<file path="config.mk">
export PLATFORM = sky130hd
export DESIGN_NAME = win_dir_stepper
export DESIGN_NICKNAME = d
export VERILOG_FILES = /design/src/rtl/connect4_pkg.sv /design/src/rtl/connect4_win_checker_stepper.sv
export SDC_FILE = /design/constraint.sdc
export NUM_CORES = 1
export LEC_CHECK = 0
export CAP_MARGIN = 0
export CORE_MARGIN = 3
export CORE_UTILIZATION = 55
export CTS_BUF_LIST = sky130_fd_sc_hd__clkbuf_16
export DETAILED_ROUTE_END_ITERATION = 10
export PLACE_DENSITY = 0.95
export SLEW_MARGIN = 5
export SYNTH_ARGS = -nofsm -noshare
export SYNTH_HDL_FRONTEND = slang
export SYNTH_SLANG_ARGS = --single-unit
</file>
<file path="constraint.sdc">
create_clock -name clk -period 7.3 [get_ports clk]
set_input_delay 2.19 -clock clk [delete_from_list [all_inputs] [get_ports clk]]
set_output_delay 2.19 -clock clk [all_outputs]
set_load 0.01 [all_outputs]
</file>
<file path="src/rtl/connect4_pkg.sv">
// Shared types and constants for the Connect4 win checker.
// DRAW_DETECT_EN adds the top-row draw scan states.
package connect4_pkg;

  typedef enum logic [1:0] {EMPTY = 2'b00, P1 = 2'b01, P2 = 2'b10} cell_t;
  typedef enum logic [1:0] {H = 2'd0, V = 2'd1, D = 2'd2, A = 2'd3} dir_t;

  typedef enum logic [2:0] {
    S_IDLE,
    S_CHECK,
    S_ISSUE,
    S_WAIT,
    S_NEXT,
    S_FINISH
`ifdef DRAW_DETECT_EN
    ,
    S_DRAW_SCAN,
    S_DRAW_WAIT
`endif
  } state_t;

  localparam int ROWS_DEF    = 6;
  localparam int COLS_DEF    = 7;
  localparam int WIN_LEN_DEF = 4;
  // Width of the signed coordinate arithmetic; wide enough that col-1 at col 0 goes negative.
  localparam int CW          = 4;

  // Per-direction unit step, 2-bit two's complement, indexed by dir_t (H,V,D,A).
  localparam logic [3:0][1:0] DR_TAB = '{2'b01, 2'b01, 2'b01, 2'b00};
  localparam logic [3:0][1:0] DC_TAB = '{2'b11, 2'b01, 2'b00, 2'b01};

  function automatic logic signed [CW-1:0] step_off(input logic [1:0] delta,
                                                    input logic [CW-1:0] k,
                                                    input logic neg);
    logic signed [CW-1:0] off;
    case (delta)
      2'b01:   off = $signed(k);
      2'b11:   off = -$signed(k);
      default: off = '0;
    endcase
    return neg ? -off : off;
  endfunction

endpackage

</file>
<file path="src/rtl/connect4_win_checker_stepper.sv">
// Walks one scan direction: tracks direction, side, step k and run length,
// and produces the next target cell plus the side/direction end flags.
module win_dir_stepper
  import connect4_pkg::*;
#(
  parameter int ROWS    = ROWS_DEF,
  parameter int COLS    = COLS_DEF,
  parameter int WIN_LEN = WIN_LEN_DEF
) (
  input  logic       clk,
  input  logic       rst_ni,
  input  logic       init_i,
  input  logic       hit_i,
  input  logic       adv_side_i,
  input  logic       next_dir_i,
  input  logic [2:0] drop_row_i,
  input  logic [2:0] drop_col_i,
  output logic [2:0] tgt_row_o,
  output logic [2:0] tgt_col_o,
  output logic       side_end_o,
  output logic       dir_end_o,
  output logic       last_dir_o,
  output logic       run_win_o
);

  localparam logic signed [CW-1:0] ROWS_S = CW'(ROWS);
  localparam logic signed [CW-1:0] COLS_S = CW'(COLS);
  localparam logic [CW-1:0]        K_LIM  = CW'(WIN_LEN);

  dir_t                 dir_q, dir_d;
  logic                 side_q, side_d;
  logic [CW-1:0]        k_q, k_d;
  logic [CW-1:0]        run_q, run_d;
  logic signed [CW-1:0] row_s, col_s;
  logic                 in_bounds;

  always_comb begin
    dir_d  = dir_q;
    side_d = side_q;
    k_d    = k_q;
    run_d  = run_q;
    if (init_i) begin
      dir_d  = H;
      side_d = 1'b0;
      k_d    = CW'(1);
      run_d  = CW'(1);
    end else if (next_dir_i) begin
      dir_d  = dir_t'(dir_q + 2'd1);
      side_d = 1'b0;
      k_d    = CW'(1);
      run_d  = CW'(1);
    end else if (hit_i) begin
      k_d   = k_q + CW'(1);
      run_d = run_q + CW'(1);
    end else if (adv_side_i && !side_q) begin
      side_d = 1'b1;
      k_d    = CW'(1);
    end
  end

  always_ff @(posedge clk or negedge rst_ni) begin
    if (!rst_ni) begin
      dir_q  <= H;
      side_q <= 1'b0;
      k_q    <= '0;
      run_q  <= '0;
    end else begin
      dir_q  <= dir_d;
      side_q <= side_d;
      k_q    <= k_d;
      run_q  <= run_d;
    end
  end

  assign row_s = $signed({1'b0, drop_row_i}) + step_off(DR_TAB[dir_q], k_q, side_q);
  assign col_s = $signed({1'b0, drop_col_i}) + step_off(DC_TAB[dir_q], k_q, side_q);

  assign in_bounds = !row_s[CW-1] && (row_s < ROWS_S) && !col_s[CW-1] && (col_s < COLS_S);

  assign tgt_row_o  = row_s[2:0];
  assign tgt_col_o  = col_s[2:0];
  assign side_end_o = (k_q >= K_LIM) || !in_bounds;
  // On the minus side, ending the side also completes the direction.
  assign dir_end_o  = side_q;
  assign last_dir_o = (dir_q == A);
  assign run_win_o  = (run_q >= K_LIM);

endmodule

</file>
After elaboration in Yosys (flattened, before gate mapping)
Cells that the tools add are included.

Flip-flop bits (word level): 11. Input port bits: 12. Output and inout port bits: 10. Logic and storage cells: 58.

Add/subtract/negate cells: 8. $lt $le $gt $ge: 5. Equal/unequal tests: 6. Multiplexer cells: 21. Reductions and logical operators: 14.

Operators with widths (count): 2-to-1 mux 4 bit (9); one-hot mux 4 bit (2 select lines) (2); negator 4 bit (3); adder 4 x 1 -> 4 bit (second input constant) (2); adder 4 bit (2); binary-select mux 2 bit (select 2 bit) (2); greater-or-equal comparator 4 x 3 -> 1 bit (second input constant) (2); less-than comparator 4 bit (second input constant) (2); 2-to-1 mux 2 bit (4); == test 2 bit (second input constant) (3); nonzero test 3 bit (2); == test 2 x 1 -> 1 bit (second input constant) (2); logical AND 1 bit (4); logical NOT 1 bit (4); 2-to-1 mux 1 bit (4); nonzero test 4 bit (1); less-than comparator 2 x 3 -> 1 bit (second input constant) (1); inequality test 3 x 2 -> 1 bit (second input constant) (1); adder 2 x 1 -> 2 bit (second input constant) (1); AND reduction 2 bit (1); nonzero test 2 bit (1); logical OR 1 bit (1).

Depth between registers and ports, before layout
Depth after elaboration: 13. Mapped depth: 15. Depth with buffers taken out: 14.

Worst setup path after synthesis
OpenSTA, ideal clock, no wires.

Kind: input to output. Start point: input drop_col_i[0]. End point: output side_end_o. Arrival time: 3540 ps. Required time: 5110 ps. Slack: 1570 ps. Stages: 8. Buffers on the path: 0. Cell sequence: ha_1 -> inv_1 -> fa_1 -> xnor2_1 -> nand3_1 -> nand3_1 -> nor3b_1 -> mux2i_1.

Elaborated cells on any way between the ends: 7. Classes of those cells: 1 x add/sub; 1 x order compare; 5 x reduce/logical.

RTL lines: start, declared (RTL line connect4_win_checker_stepper.sv:17) `input logic [2:0] drop_col_i,`; adder 4 bit (RTL line connect4_win_checker_stepper.sv:76) `assign col_s = $signed({1'b0, drop_col_i}) + step_off(DC_TAB[dir_q], k_q, side_q);`; via tgt_col_o[2] (RTL line connect4_win_checker_stepper.sv:19) `output logic [2:0] tgt_col_o,`; less-than comparator 4 bit (RTL line connect4_win_checker_stepper.sv:78) `assign in_bounds = !row_s[CW-1] && (row_s < ROWS_S) && !col_s[CW-1] && (col_s < COLS_S);`; logical AND 1 bit (RTL line connect4_win_checker_stepper.sv:78); logical NOT 1 bit (RTL line connect4_win_checker_stepper.sv:82) `assign side_end_o = (k_q >= K_LIM) || !in_bounds;`; logical OR 1 bit (RTL line connect4_win_checker_stepper.sv:82); end, declared (RTL line connect4_win_checker_stepper.sv:20) `output logic side_end_o,`.

The timed path passes the listed nets, and every way through them passes these cells.

Final worst setup path
Start point: input drop_col_i[0]. End point: output side_end_o.

Word-level cells in the longest chain between the ends: 6. Elaborated cells on any way between the ends: 7. Classes of those cells: 1 x add/sub; 1 x order compare; 5 x reduce/logical.

RTL lines (RTL line): adder 4 bit (*) (connect4_win_checker_stepper.sv:76); parallel branches: the longest is 2 deep, another holds less-than comparator 4 bit; logical AND 1 bit (*) (connect4_win_checker_stepper.sv:78); logical NOT 1 bit (*) (connect4_win_checker_stepper.sv:82); logical OR 1 bit (*) (connect4_win_checker_stepper.sv:82).

Mark *: on every way between the ends.

==> out/metrics.cfg <==
[yosys]
synth_area_sq_um = 1125
yosysSeqAreaShare_pct = 24.47
synth_area_leader_cell = dfrtp_1
synth_warnings = 0
synth_seq_cells = 11
syn_inst = 135
post_synth.cell_area_avg_sq_um = 8.332
yosys.cell_types.count = 41
synth_fp_nets = 164
synthTopCellsByArea = dfrtp_1 (24%), ha_1 (17%), inv_1 (5.0%)
synth_top_area_share_pct = 24.47

[power]
sw_frac_of_total_pct = 26.97
power_mw = 0.2417
comb_power_share_pct = 31.4
clock_power_share_pct = 40.4
seqPwrFrac_pct = 28.2
powerDensity_nw_per_um2 = 171.4
intPower_mw = 0.1765
p_switching_mw = 0.06520
ir_drop_v = 0.0001772
leakagePower_nw = 0.6692

[clocking]
cts_buffer_depth = 2
cts_root_buf = clkbuf_16
cts.clk_slew.worst_paths_ps = 40
cts_buffers = 3
clock_sinks = 11
cts_hold_buf = 0
postCtsSetupBuffers = 0
cts_tree = yes
h-tree-depth = 1
cts_resized = 0
clock_latency_ps = 240

[timing]
min_period_ps = 6608
post-route-period-util_pct = 90.52
finalClockSkew_ps = 0.3419
hold_viol_final = 0
finalMaxSlewViolations = 0
rsz0062_at_grt = no
finalSetupViolations = 0
slew_headroom_pct = 68.06
worst_pin_slew_ps = 477.7
finalSetupTns_ps = 0
max_freq_mhz = 151.3

[floorplanning]
row_count = 15
die_y_um = 51.23
die_area_sq_um = 2624
coreArea_sq_um = 1821
initial_core_util_pct = 61.79
pin_count = 22
fp.dieW_um = 51.23

[outcome]
status = finished, final reports clean

[critical_path]
slowest_delay_ps = 550
cp-startpoint = drop_col_i[0]
end_kind = output pin
path_max_fanout = 2
crit_arrival_ps = 4420
crit_slowest_cell = clkdlybuf4s50_1
start_kind = primary input
critical_path_class = primary input to output pin
worstPathRequired_ps = 5110
r2r-start = dir_end_o
path_cells = clkdlybuf4s50_1 -> ha_1 -> inv_1 -> fa_1 -> xnor2_1 -> nand3_1 -> nand3_1 -> nor3b_1 -> mux2i_1 -> clkdlybuf4s50_1

[drt]
ant_nets = 0
first_pass_iters = 4
viasPerCell = 5.472
wl_um = 2293
drc_errors = 0
initialDrtViolationCount = 13
avgRoutedWirePerCell_um = 12.88
vias = 974

[global_routing]
grt_start_max_net_pins = 15
grt_pass1_wl_um = 4036
grtUsageTotal_pct = 20.15
grt_pass1_vias = 995
grt_remaining_overflow = 0
antenna_found_initial = 0

[placement]
dp_hpwl_um = 1772
place.port_buffers = 21
place_congestion = 0.8054

[cells_and_area]
layout_commonest_cell = clkdlybuf4s50_1
area_delta_synth_final_pct = 25.36
drive_above_1_share_pct = 4.575
layout_common_cells = clkdlybuf4s50_1 (21), inv_1 (16), nor2_1 (15), ha_1 (15), dfrtp_1 (11)
n_fill_cell = 142
n_antenna_cell = 0
fin_nets = 183
post-route-util_pct = 77.46

[hold_path]
min-delay-start = run_q[3]
hp-class = register to register

[flow_run]
cap_violations = 0

==> synth_stat cells, drive strengths merged <==
library cell,instances
o31ai,2
nor3b,1
dfrtp,11
o21ai,3
a31oi,1
or2,2
inv,16
xnor2,6
fa,2
a221o,1
ha,15
o211ai,1
nand3,4
a221oi,1
or2b,2
a22oi,1
nor3,1
mux2i,4
a21oi,6
and2,2
nand4,1
nor2b,2
and3,1
or4,1
nand2b,5
o21a,1
nand2,9
nor2,15
a32o,1
xor2,4
a21bo,1
buf,3
clkbuf,4
or3b,1
o21bai,1
a21o,3
==> state kept, by name, indices dropped and copies added, names as in the netlist <==
register / count
dir_end_o: 1
k_q: 4
dir_q: 2
run_q: 4
==> worst max-delay path, delay by kind of cell <==
kind                       cells  cell delay (ps)
buffers and inverters          3             1080
adders and majority gates      2              540
xor gates and xnor gates       1              220
and+or+nand+nor                3              250
muxes                          1              130
==> cell type report <==
cell class	instances	area, sq um	share of cell area (%)
multi-input combinational	101	754.5	53.50
sequential	11	275.3	19.52
tap	25	31.28	2.218
clock buffer	3	75.07	5.324
inverter	16	60.06	4.259
clock inverter	1	3.754	0.2662
timing repair buffer	21	210.2	14.91
==> power groups by stage <==
stage	registers (mW)	clock network, mW	logic [mW]
finish	0.0681	0.0976	0.0760
global route	0.0686	0.104	0.0851
CTS	0.0681	0.0988	0.0771
detailed placement	0.0689	0	0.0768
global placement	0.0684	0	0.0728
floorplan	0.0666	0	0.0461
==> final timing paths <==
kind / slack [ps] / cells after the start / endpoint
setup reg to reg: 6000 / 5 / k_q[2]
hold / removal: 570 / 2 / run_q[3]
setup / recovery: 690 / 10 / side_end_o
max in group asynchronous: 4690 / 1 / k_q[2]
hold reg to reg: 570 / 2 / run_q[3]
min in group asynchronous: 2280 / 1 / dir_q[1]
==> metal layers <==
layer | up-vias | track usage [%] | wire length [um]
li1 | 483 | - | -
met1 | 452 | 21.17 | 954
met2 | 30 | 37.77 | 1164
met3 | 9 | 3.207 | 110
met4 | 0 | 10.92 | 63
met5 | - | 0 | 0
==> cell families after synthesis <==
logic type               count (synthesis)  share of synthesized area (%)
AND/OR/NAND/NOR                         47                          20.91
adder cells (fa/ha/maj)                 17                          20.24
buffers and inverters                   23                          8.452
AO/OA/AOI/OAI                           23                          14.57
flip-flops                              11                          24.47
XOR/XNOR                                10                          7.786
multiplexers                             4                          3.560
==> per-stage QoR <==
| step | area [sq um] | worst slack, ps | hold WS, ps | std cells |
|---|---|---|---|---|
| finish | 1410 | 691.7 | 568.6 | 178 |
| global route | 1410 | 567.5 | 580.7 | 178 |
| CTS | 1410 | 670.4 | 568.3 | 178 |
| detailed placement | 1331 | 690.8 | 529.8 | 174 |
| global placement | 1331 | 782.7 | 518.7 | 174 |
| floorplan | 1125 | 1570 | 496.6 | 135 |
(Power assumes the default switching activity.)
